--- src/rtl/ysyx_25040111_arbiter_if.sv ---
// AXI4 channel bundle shared by the IFU, LSU and downstream memory/IO port.
// The master modport is the side that issues requests; slave is the responder.
interface ysyx_25040111_arbiter_if #(
   parameter int AW = 32,
   parameter int DW = 32
);
   logic          arvalid;
   logic          arready;
   logic [AW-1:0] araddr;
   logic [3:0]    arid;
   logic [7:0]    arlen;
   logic [2:0]    arsize;
   logic [1:0]    arburst;

   logic          rvalid;
   logic          rready;
   logic [DW-1:0] rdata;
   logic [1:0]    rresp;
   logic          rlast;

   logic          awvalid;
   logic          awready;
   logic [AW-1:0] awaddr;
   logic [3:0]    awid;
   logic [7:0]    awlen;
   logic [2:0]    awsize;
   logic [1:0]    awburst;

   logic            wvalid;
   logic            wready;
   logic [DW-1:0]   wdata;
   logic [DW/8-1:0] wstrb;
   logic            wlast;

   logic          bvalid;
   logic          bready;
   logic [1:0]    bresp;

   modport master (
      output arvalid, araddr, arid, arlen, arsize, arburst, rready,
             awvalid, awaddr, awid, awlen, awsize, awburst,
             wvalid, wdata, wstrb, wlast, bready,
      input  arready, rvalid, rdata, rresp, rlast, awready, wready, bvalid, bresp
   );

   modport slave (
      input  arvalid, araddr, arid, arlen, arsize, arburst, rready,
             awvalid, awaddr, awid, awlen, awsize, awburst,
             wvalid, wdata, wstrb, wlast, bready,
      output arready, rvalid, rdata, rresp, rlast, awready, wready, bvalid, bresp
   );
endinterface

--- src/rtl/ysyx_25040111_arbiter.sv ---
// Two-master (IFU read-only, LSU read + single-beat write) to one-slave AXI4
// arbiter. One transaction outstanding at a time; the granted master's
// channels are passed through combinationally.
// Optional macro YSYX_25040111_ARB_RR_EN: round-robin between the two read
// masters on a tie (writes still win). Undefined: LSU read beats IFU read.
//
// state  | meaning
// -------+-----------------------------------------------------------
// IDLE   | no grant; all handshakes blocked, arbitration evaluated
// RD_IFU | IFU owns AR/R until the rlast beat is accepted
// RD_LSU | LSU owns AR/R until the rlast beat is accepted
// WR_LSU | LSU owns AW/W/B until the write response is accepted
module ysyx_25040111_arbiter #(
   parameter int AW = 32,
   parameter int DW = 32
) (
   input logic                     clk,
   input logic                     rst,
   ysyx_25040111_arbiter_if.slave  ifu,
   ysyx_25040111_arbiter_if.slave  lsu,
   ysyx_25040111_arbiter_if.master mem
);
   typedef enum logic [1:0] {IDLE, RD_IFU, RD_LSU, WR_LSU} st_t;

   st_t st;
   st_t st_nxt;

`ifdef YSYX_25040111_ARB_RR_EN
   // 1: IFU was the last read served, so the LSU wins the next read tie.
   // Starts at 1 so the first tie after reset goes to the LSU.
   logic last_rd;

   // Remember which reader completed last.
   always_ff @(posedge clk) begin
      if (rst) begin
         last_rd <= 1'b1;
      end else if (st == RD_IFU && st_nxt == IDLE) begin
         last_rd <= 1'b1;
      end else if (st == RD_LSU && st_nxt == IDLE) begin
         last_rd <= 1'b0;
      end
   end
`endif

   // State register; reset drops any in-flight transaction.
   always_ff @(posedge clk) begin
      if (rst) begin
         st <= IDLE;
      end else begin
         st <= st_nxt;
      end
   end

   // Next-state arbitration and channel steering for the granted master.
   always_comb begin
      st_nxt        = st;

      mem.arvalid   = 1'b0;
      mem.araddr    = {AW{1'b0}};
      mem.arid      = 4'h0;
      mem.arlen     = 8'h0;
      mem.arsize    = 3'h0;
      mem.arburst   = 2'b00;
      mem.rready    = 1'b0;
      mem.awvalid   = 1'b0;
      mem.awaddr    = {AW{1'b0}};
      mem.awid      = 4'h0;
      mem.awlen     = 8'h0;
      mem.awsize    = 3'h0;
      mem.awburst   = 2'b01;
      mem.wvalid    = 1'b0;
      mem.wdata     = {DW{1'b0}};
      mem.wstrb     = '0;
      mem.wlast     = 1'b0;
      mem.bready    = 1'b0;

      ifu.arready   = 1'b0;
      ifu.rvalid    = 1'b0;
      ifu.rdata     = {DW{1'b0}};
      ifu.rresp     = 2'b00;
      ifu.rlast     = 1'b0;
      ifu.awready   = 1'b0;
      ifu.wready    = 1'b0;
      ifu.bvalid    = 1'b0;
      ifu.bresp     = 2'b00;

      lsu.arready   = 1'b0;
      lsu.rvalid    = 1'b0;
      lsu.rdata     = {DW{1'b0}};
      lsu.rresp     = 2'b00;
      lsu.rlast     = 1'b0;
      lsu.awready   = 1'b0;
      lsu.wready    = 1'b0;
      lsu.bvalid    = 1'b0;
      lsu.bresp     = 2'b00;

      case (st)
         IDLE: begin
            if (lsu.awvalid && lsu.wvalid) begin
               st_nxt = WR_LSU;
`ifdef YSYX_25040111_ARB_RR_EN
            end else if (lsu.arvalid && ifu.arvalid) begin
               st_nxt = last_rd ? RD_LSU : RD_IFU;
`endif
            end else if (lsu.arvalid) begin
               st_nxt = RD_LSU;
            end else if (ifu.arvalid) begin
               st_nxt = RD_IFU;
            end
         end
         RD_IFU: begin
            mem.arvalid = ifu.arvalid;
            mem.araddr  = ifu.araddr;
            mem.arlen   = ifu.arlen;
            mem.arsize  = ifu.arsize;
            mem.arburst = ifu.arburst;
            ifu.arready = mem.arready;
            mem.rready  = ifu.rready;
            ifu.rvalid  = mem.rvalid;
            ifu.rdata   = mem.rdata;
            ifu.rresp   = mem.rresp;
            ifu.rlast   = mem.rlast;
            if (mem.rvalid && ifu.rready && mem.rlast) st_nxt = IDLE;
         end
         RD_LSU: begin
            mem.arvalid = lsu.arvalid;
            mem.araddr  = lsu.araddr;
            mem.arlen   = lsu.arlen;
            mem.arsize  = lsu.arsize;
            mem.arburst = lsu.arburst;
            lsu.arready = mem.arready;
            mem.rready  = lsu.rready;
            lsu.rvalid  = mem.rvalid;
            lsu.rdata   = mem.rdata;
            lsu.rresp   = mem.rresp;
            lsu.rlast   = mem.rlast;
            if (mem.rvalid && lsu.rready && mem.rlast) st_nxt = IDLE;
         end
         WR_LSU: begin
            mem.awvalid = lsu.awvalid;
            mem.awaddr  = lsu.awaddr;
            mem.awsize  = lsu.awsize;
            lsu.awready = mem.awready;
            mem.wvalid  = lsu.wvalid;
            mem.wdata   = lsu.wdata;
            mem.wstrb   = lsu.wstrb;
            mem.wlast   = lsu.wlast;
            lsu.wready  = mem.wready;
            mem.bready  = lsu.bready;
            lsu.bvalid  = mem.bvalid;
            lsu.bresp   = mem.bresp;
            if (mem.bvalid && lsu.bready) st_nxt = IDLE;
         end
         default: st_nxt = IDLE;
      endcase
   end

   // IDs and the IFU write channels are fixed downstream, so these inputs are ignored.
   logic unused_ok;
   assign unused_ok = ^{ifu.arid, ifu.awvalid, ifu.awaddr, ifu.awid, ifu.awlen,
                        ifu.awsize, ifu.awburst, ifu.wvalid, ifu.wdata, ifu.wstrb,
                        ifu.wlast, ifu.bready, lsu.arid, lsu.awid, lsu.awlen,
                        lsu.awburst};
endmodule

--- src/flat_wrapper.sv ---
// flat-port wrapper written by rule: the top's interface ports become plain ports
module ysyx_25040111_arbiter_flat 
#(
   parameter int AW = 32,
   parameter int DW = 32
)
  (clk, rst, ifu_arvalid, ifu_araddr, ifu_arid, ifu_arlen, ifu_arsize, ifu_arburst, ifu_rready, ifu_awvalid, ifu_awaddr, ifu_awid, ifu_awlen, ifu_awsize, ifu_awburst, ifu_wvalid, ifu_wdata, ifu_wstrb, ifu_wlast, ifu_bready, ifu_arready, ifu_rvalid, ifu_rdata, ifu_rresp, ifu_rlast, ifu_awready, ifu_wready, ifu_bvalid, ifu_bresp, lsu_arvalid, lsu_araddr, lsu_arid, lsu_arlen, lsu_arsize, lsu_arburst, lsu_rready, lsu_awvalid, lsu_awaddr, lsu_awid, lsu_awlen, lsu_awsize, lsu_awburst, lsu_wvalid, lsu_wdata, lsu_wstrb, lsu_wlast, lsu_bready, lsu_arready, lsu_rvalid, lsu_rdata, lsu_rresp, lsu_rlast, lsu_awready, lsu_wready, lsu_bvalid, lsu_bresp, mem_arvalid, mem_araddr, mem_arid, mem_arlen, mem_arsize, mem_arburst, mem_rready, mem_awvalid, mem_awaddr, mem_awid, mem_awlen, mem_awsize, mem_awburst, mem_wvalid, mem_wdata, mem_wstrb, mem_wlast, mem_bready, mem_arready, mem_rvalid, mem_rdata, mem_rresp, mem_rlast, mem_awready, mem_wready, mem_bvalid, mem_bresp);
  ysyx_25040111_arbiter_if #(.AW(AW), .DW(DW)) ifu_i ();
  ysyx_25040111_arbiter_if #(.AW(AW), .DW(DW)) lsu_i ();
  ysyx_25040111_arbiter_if #(.AW(AW), .DW(DW)) mem_i ();
  input logic clk;
  input logic rst;
  input wire logic [$bits(ifu_i.arvalid)-1:0] ifu_arvalid;
  input wire logic [$bits(ifu_i.araddr)-1:0] ifu_araddr;
  input wire logic [$bits(ifu_i.arid)-1:0] ifu_arid;
  input wire logic [$bits(ifu_i.arlen)-1:0] ifu_arlen;
  input wire logic [$bits(ifu_i.arsize)-1:0] ifu_arsize;
  input wire logic [$bits(ifu_i.arburst)-1:0] ifu_arburst;
  input wire logic [$bits(ifu_i.rready)-1:0] ifu_rready;
  input wire logic [$bits(ifu_i.awvalid)-1:0] ifu_awvalid;
  input wire logic [$bits(ifu_i.awaddr)-1:0] ifu_awaddr;
  input wire logic [$bits(ifu_i.awid)-1:0] ifu_awid;
  input wire logic [$bits(ifu_i.awlen)-1:0] ifu_awlen;
  input wire logic [$bits(ifu_i.awsize)-1:0] ifu_awsize;
  input wire logic [$bits(ifu_i.awburst)-1:0] ifu_awburst;
  input wire logic [$bits(ifu_i.wvalid)-1:0] ifu_wvalid;
  input wire logic [$bits(ifu_i.wdata)-1:0] ifu_wdata;
  input wire logic [$bits(ifu_i.wstrb)-1:0] ifu_wstrb;
  input wire logic [$bits(ifu_i.wlast)-1:0] ifu_wlast;
  input wire logic [$bits(ifu_i.bready)-1:0] ifu_bready;
  output wire logic [$bits(ifu_i.arready)-1:0] ifu_arready;
  output wire logic [$bits(ifu_i.rvalid)-1:0] ifu_rvalid;
  output wire logic [$bits(ifu_i.rdata)-1:0] ifu_rdata;
  output wire logic [$bits(ifu_i.rresp)-1:0] ifu_rresp;
  output wire logic [$bits(ifu_i.rlast)-1:0] ifu_rlast;
  output wire logic [$bits(ifu_i.awready)-1:0] ifu_awready;
  output wire logic [$bits(ifu_i.wready)-1:0] ifu_wready;
  output wire logic [$bits(ifu_i.bvalid)-1:0] ifu_bvalid;
  output wire logic [$bits(ifu_i.bresp)-1:0] ifu_bresp;
  input wire logic [$bits(lsu_i.arvalid)-1:0] lsu_arvalid;
  input wire logic [$bits(lsu_i.araddr)-1:0] lsu_araddr;
  input wire logic [$bits(lsu_i.arid)-1:0] lsu_arid;
  input wire logic [$bits(lsu_i.arlen)-1:0] lsu_arlen;
  input wire logic [$bits(lsu_i.arsize)-1:0] lsu_arsize;
  input wire logic [$bits(lsu_i.arburst)-1:0] lsu_arburst;
  input wire logic [$bits(lsu_i.rready)-1:0] lsu_rready;
  input wire logic [$bits(lsu_i.awvalid)-1:0] lsu_awvalid;
  input wire logic [$bits(lsu_i.awaddr)-1:0] lsu_awaddr;
  input wire logic [$bits(lsu_i.awid)-1:0] lsu_awid;
  input wire logic [$bits(lsu_i.awlen)-1:0] lsu_awlen;
  input wire logic [$bits(lsu_i.awsize)-1:0] lsu_awsize;
  input wire logic [$bits(lsu_i.awburst)-1:0] lsu_awburst;
  input wire logic [$bits(lsu_i.wvalid)-1:0] lsu_wvalid;
  input wire logic [$bits(lsu_i.wdata)-1:0] lsu_wdata;
  input wire logic [$bits(lsu_i.wstrb)-1:0] lsu_wstrb;
  input wire logic [$bits(lsu_i.wlast)-1:0] lsu_wlast;
  input wire logic [$bits(lsu_i.bready)-1:0] lsu_bready;
  output wire logic [$bits(lsu_i.arready)-1:0] lsu_arready;
  output wire logic [$bits(lsu_i.rvalid)-1:0] lsu_rvalid;
  output wire logic [$bits(lsu_i.rdata)-1:0] lsu_rdata;
  output wire logic [$bits(lsu_i.rresp)-1:0] lsu_rresp;
  output wire logic [$bits(lsu_i.rlast)-1:0] lsu_rlast;
  output wire logic [$bits(lsu_i.awready)-1:0] lsu_awready;
  output wire logic [$bits(lsu_i.wready)-1:0] lsu_wready;
  output wire logic [$bits(lsu_i.bvalid)-1:0] lsu_bvalid;
  output wire logic [$bits(lsu_i.bresp)-1:0] lsu_bresp;
  output wire logic [$bits(mem_i.arvalid)-1:0] mem_arvalid;
  output wire logic [$bits(mem_i.araddr)-1:0] mem_araddr;
  output wire logic [$bits(mem_i.arid)-1:0] mem_arid;
  output wire logic [$bits(mem_i.arlen)-1:0] mem_arlen;
  output wire logic [$bits(mem_i.arsize)-1:0] mem_arsize;
  output wire logic [$bits(mem_i.arburst)-1:0] mem_arburst;
  output wire logic [$bits(mem_i.rready)-1:0] mem_rready;
  output wire logic [$bits(mem_i.awvalid)-1:0] mem_awvalid;
  output wire logic [$bits(mem_i.awaddr)-1:0] mem_awaddr;
  output wire logic [$bits(mem_i.awid)-1:0] mem_awid;
  output wire logic [$bits(mem_i.awlen)-1:0] mem_awlen;
  output wire logic [$bits(mem_i.awsize)-1:0] mem_awsize;
  output wire logic [$bits(mem_i.awburst)-1:0] mem_awburst;
  output wire logic [$bits(mem_i.wvalid)-1:0] mem_wvalid;
  output wire logic [$bits(mem_i.wdata)-1:0] mem_wdata;
  output wire logic [$bits(mem_i.wstrb)-1:0] mem_wstrb;
  output wire logic [$bits(mem_i.wlast)-1:0] mem_wlast;
  output wire logic [$bits(mem_i.bready)-1:0] mem_bready;
  input wire logic [$bits(mem_i.arready)-1:0] mem_arready;
  input wire logic [$bits(mem_i.rvalid)-1:0] mem_rvalid;
  input wire logic [$bits(mem_i.rdata)-1:0] mem_rdata;
  input wire logic [$bits(mem_i.rresp)-1:0] mem_rresp;
  input wire logic [$bits(mem_i.rlast)-1:0] mem_rlast;
  input wire logic [$bits(mem_i.awready)-1:0] mem_awready;
  input wire logic [$bits(mem_i.wready)-1:0] mem_wready;
  input wire logic [$bits(mem_i.bvalid)-1:0] mem_bvalid;
  input wire logic [$bits(mem_i.bresp)-1:0] mem_bresp;
  assign ifu_i.arvalid = ifu_arvalid;
  assign ifu_i.araddr = ifu_araddr;
  assign ifu_i.arid = ifu_arid;
  assign ifu_i.arlen = ifu_arlen;
  assign ifu_i.arsize = ifu_arsize;
  assign ifu_i.arburst = ifu_arburst;
  assign ifu_i.rready = ifu_rready;
  assign ifu_i.awvalid = ifu_awvalid;
  assign ifu_i.awaddr = ifu_awaddr;
  assign ifu_i.awid = ifu_awid;
  assign ifu_i.awlen = ifu_awlen;
  assign ifu_i.awsize = ifu_awsize;
  assign ifu_i.awburst = ifu_awburst;
  assign ifu_i.wvalid = ifu_wvalid;
  assign ifu_i.wdata = ifu_wdata;
  assign ifu_i.wstrb = ifu_wstrb;
  assign ifu_i.wlast = ifu_wlast;
  assign ifu_i.bready = ifu_bready;
  assign ifu_arready = ifu_i.arready;
  assign ifu_rvalid = ifu_i.rvalid;
  assign ifu_rdata = ifu_i.rdata;
  assign ifu_rresp = ifu_i.rresp;
  assign ifu_rlast = ifu_i.rlast;
  assign ifu_awready = ifu_i.awready;
  assign ifu_wready = ifu_i.wready;
  assign ifu_bvalid = ifu_i.bvalid;
  assign ifu_bresp = ifu_i.bresp;
  assign lsu_i.arvalid = lsu_arvalid;
  assign lsu_i.araddr = lsu_araddr;
  assign lsu_i.arid = lsu_arid;
  assign lsu_i.arlen = lsu_arlen;
  assign lsu_i.arsize = lsu_arsize;
  assign lsu_i.arburst = lsu_arburst;
  assign lsu_i.rready = lsu_rready;
  assign lsu_i.awvalid = lsu_awvalid;
  assign lsu_i.awaddr = lsu_awaddr;
  assign lsu_i.awid = lsu_awid;
  assign lsu_i.awlen = lsu_awlen;
  assign lsu_i.awsize = lsu_awsize;
  assign lsu_i.awburst = lsu_awburst;
  assign lsu_i.wvalid = lsu_wvalid;
  assign lsu_i.wdata = lsu_wdata;
  assign lsu_i.wstrb = lsu_wstrb;
  assign lsu_i.wlast = lsu_wlast;
  assign lsu_i.bready = lsu_bready;
  assign lsu_arready = lsu_i.arready;
  assign lsu_rvalid = lsu_i.rvalid;
  assign lsu_rdata = lsu_i.rdata;
  assign lsu_rresp = lsu_i.rresp;
  assign lsu_rlast = lsu_i.rlast;
  assign lsu_awready = lsu_i.awready;
  assign lsu_wready = lsu_i.wready;
  assign lsu_bvalid = lsu_i.bvalid;
  assign lsu_bresp = lsu_i.bresp;
  assign mem_arvalid = mem_i.arvalid;
  assign mem_araddr = mem_i.araddr;
  assign mem_arid = mem_i.arid;
  assign mem_arlen = mem_i.arlen;
  assign mem_arsize = mem_i.arsize;
  assign mem_arburst = mem_i.arburst;
  assign mem_rready = mem_i.rready;
  assign mem_awvalid = mem_i.awvalid;
  assign mem_awaddr = mem_i.awaddr;
  assign mem_awid = mem_i.awid;
  assign mem_awlen = mem_i.awlen;
  assign mem_awsize = mem_i.awsize;
  assign mem_awburst = mem_i.awburst;
  assign mem_wvalid = mem_i.wvalid;
  assign mem_wdata = mem_i.wdata;
  assign mem_wstrb = mem_i.wstrb;
  assign mem_wlast = mem_i.wlast;
  assign mem_bready = mem_i.bready;
  assign mem_i.arready = mem_arready;
  assign mem_i.rvalid = mem_rvalid;
  assign mem_i.rdata = mem_rdata;
  assign mem_i.rresp = mem_rresp;
  assign mem_i.rlast = mem_rlast;
  assign mem_i.awready = mem_awready;
  assign mem_i.wready = mem_wready;
  assign mem_i.bvalid = mem_bvalid;
  assign mem_i.bresp = mem_bresp;
  ysyx_25040111_arbiter #(.AW(AW), .DW(DW)) u_core (.clk(clk), .rst(rst), .ifu(ifu_i), .lsu(lsu_i), .mem(mem_i));
endmodule
--- config.mk ---
export PLATFORM = sky130hd
export DESIGN_NAME = ysyx_25040111_arbiter_flat
export DESIGN_NICKNAME = d
export VERILOG_FILES = /design/src/rtl/ysyx_25040111_arbiter_if.sv /design/src/rtl/ysyx_25040111_arbiter.sv /design/src/flat_wrapper.sv
export SDC_FILE = /design/constraint.sdc
export NUM_CORES = 1
export LEC_CHECK = 0
export CORE_AREA = 2 2 212 214
export DETAILED_ROUTE_END_ITERATION = 7
export DIE_AREA = 0 0 214 216
export GPL_TIMING_DRIVEN = 0
export PLACE_DENSITY = 0.37
export SKIP_LAST_GASP = 1
export SLEW_MARGIN = 20
export SYNTH_ARGS = -nofsm -noshare
export SYNTH_HDL_FRONTEND = slang
export SYNTH_SLANG_ARGS = --single-unit
export TNS_END_PERCENT = 30
--- constraint.sdc ---
create_clock -name clk -period 3.14 [get_ports clk]
set_clock_uncertainty 0.15 [all_clocks]
set_input_delay 0.942 -clock clk [delete_from_list [all_inputs] [get_ports clk]]
set_output_delay 0.942 -clock clk [all_outputs]
set_load 0.05 [all_outputs]
==> reports/qor.txt <==
Status = finished with violations
Failing checks = negative setup slack
Required time reported for the critical path endpoint = 2.05 ns
Peak fanout along the critical path = 4
Final period demand of the worst path = 3.30 ns
Dominant register cell in the synthesized netlist = dfxtp_1
Number of buffers inserted by port buffering = 413
Power per cell area = 655 mW/mm^2
Number of global-route vias before repair = 4,333
CP Launch Type = primary input
Leftover overflow at the end of global routing = 0
Overall via count from detail_route = 3,978
Start point of the critical path = mem_rlast
Starting density of the core = 4.86%
Total half-perimeter wirelength after legalization and detailed placement = 21,000 um
Sequential share of the synthesized area = 1.88%
Summed instance area of the synthesized netlist = 0.00213 mm^2
First-pass iteration count of the detailed router = 4
Signed area change from the synthesized netlist to the final layout = 217%
Post-synthesis cell count = 330
Max FFs per register = 2
Total Nets Final = 1,099
Hold Crit Class = flip-flop to flip-flop
Biggest area consumer among synthesized cells = and2_1
Root Driver = clkbuf_16
Count leader, synth = and2_1
Registers with the most flip-flops = u_core.st x2
Post-CTS setup buffers = 0
Synth cell types = 18
Longest individual stage delay on the worst path = 0.57 ns
Kind of critical path = primary input to output port
Number of storage elements in the synthesis netlist = 2
Number of max-cap violations = 0
Pin count of the biggest net entering global routing = 11
Die span in y = 216 um
Worst hold slack = 0.588 ns
Number of hold-slack violations in the final timing report = 0
Crit. End Element = output port
Total buffers and inverters traversed by the critical path = 2
Proportion of netlist area held by the largest area contributor = 45.2%
Count of flip-flops with a built-in enable after synthesis = 0
Antenna viol nets, final = 0
Via-to-Cell Ratio = 2.92
Largest register by flop count = u_core.st
Max rail drop VDD = 0.000253 V
DP Worst Slack = -1.06 ns
Actual transition at the worst max-transition pin = 0.688 ns
Detailed-route wire length = 23,400 um
Worst-skew pair later-pin latency = 0.22 ns
Final cycle utilization of the critical path = 105%
Wire length of the first global-routing pass = 32,000 um
Top cells by instance count after synthesis = and2_1, a22oi_1, nor2b_1
Normalized max-slew margin = 54.3%
Yosys synthesis warning count = 0
Synth area leaders = and2_1, a22oi_1, nor2b_1
Clock Sinks = 2
Worst reg2reg startpoint = u_core.st[0]
Total die area = 0.0462 mm^2
Num ports = 548
Max Clk Rate = 303 MHz
Antenna violations before repair = 3
Number of core rows = 77
Total Power = 4.43 mW
Total GRT Usage = 9.68%
Number of H-tree levels = 1
Max-slew violation total from the final report = 0
Weighted congestion reported at the end of routability-driven placement = 0.784
Total clock buffers created by CTS = 3
Number of design-rule violations left by the first detailed-router iteration = 98
Die Span X = 214 um
Clock Tree Buf Depth = 2
Area inside the core boundary = 0.0438 mm^2
Leakage power = 3.11 nW
Layout cells sized above 1 = 22.0%
Cell chain of the critical path = clkdlybuf4s50_1, and2_1, dlygate4sd2_1
Dominant delay contributor by cell family on the critical path = buffers and inverters
DRC violations left = 0
Clock tree from TritonCTS = done
Setup violators final = 64
Final setup slack of the worst path = -0.162 ns
Clock transition at path regs = 0.03 ns
Proportion of register bits with asynchronous set or reset after synthesis = 0%
Unrepaired setup endpoints after global routing = yes
Start point of the worst min-delay path = u_core.st[1]
Routed wire per std cell = 17.2 um
Max stage delay cell, worst path = clkdlybuf4s50_1
Mean area per synthesized cell = 6.46 um^2
Worst EP arrival = 2.21 ns
==> cells in the final DEF, fill, tap and decap left out, drive strengths merged <==
cell,instances
nand2,3
and2,154
nor2b,47
a32oi,1
clkdlybuf4s50,212
a21oi,2
inv,3
nand3,2
dlygate4sd2,78
buf,83
nor2,3
ha,6
clkdlybuf4s15,33
clkbuf,59
dfxtp,2
nand2b,1
a22oi,48
mux2,2
conb,23
clkdlybuf4s18,3
diode,3
dlymetal6s2s,2
==> tightest hold or removal path, stage by stage (launching register included) <==
cell	delay (ns)
dfxtp_1	0.37
inv_1	0.11
nor2_1	0.10
mux2_1	0.13
==> final timing paths <==
kind	slack, ns	cells past startpoint	to
hold reg to reg	0.59	3	u_core.st[1]
setup reg to reg	1.40	6	u_core.st[0]
hold / removal	0.59	3	u_core.st[1]
setup / recovery	-0.16	3	ifu_rlast
==> power breakdown <==
group	leakage [nW]	internal [mW]	switching (mW)
registers	0.0165	0.0382	0.0113
logic	3.06	1.31	2.87
clock network	0.0370	0.162	0.0307
total	3.11	1.51	2.92
==> final cells by class <==
class | instances | area (um^2)
diodes | 3 | 7.51
fillers | 5081 | 37100
well taps | 592 | 741
inverters | 3 | 11.3
flip-flops and latches | 2 | 40.0
plain buffers | 54 | 352
multi-input cells | 292 | 1860
repair buffers | 413 | 3660
clock buffers | 3 | 75.1
==> timing repair <==
item / CTS / global route
gates resized for setup: 454 / 128
hold buffers: 0 / 0
setup endpoints to repair: 201 / 199
hold endpoints to repair: 0 / 0
==> kinds of logic (layout without fill, tap and decap cells) <==
kind of cell    after synthesis  count (layout)  share of synthesized area (%)
simple gates                210             210                           60.8
buf+inv                      57             473                           14.6
mux                           2               2                           1.06
other cells                   2              26                          0.352
fa+ha+maj                     6               6                           3.52
flops                         2               2                           1.88
compound gates               51              51                           17.8
==> through the flow <==
step / TNS, ns / instances / utilization (%) / instance area (um^2)
final: -5.07 / 1362 / 15.4 / 6760
after CTS: -17.56 / 1359 / 15.9 / 6960
after global placement: -92.66 / 1356 / 16.2 / 7090
after floorplan: 0 / 351 / - / 2210
after detailed placement: -90.46 / 1356 / 16.2 / 7090
after global routing: -12.98 / 1359 / 15.4 / 6750
==> routing by layer <==
| metal | GRT usage, % | wire length (um) | share of wire [%] |
|---|---|---|---|
| met5 | 0 | 27 | 0.12 |
| met4 | 1.31 | 167 | 0.71 |
| met2 | 16.1 | 10600 | 45 |
| met1 | 11.3 | 9840 | 42 |
| met3 | 4.95 | 2760 | 12 |
Note: power is estimated with default switching activity, not from simulation.
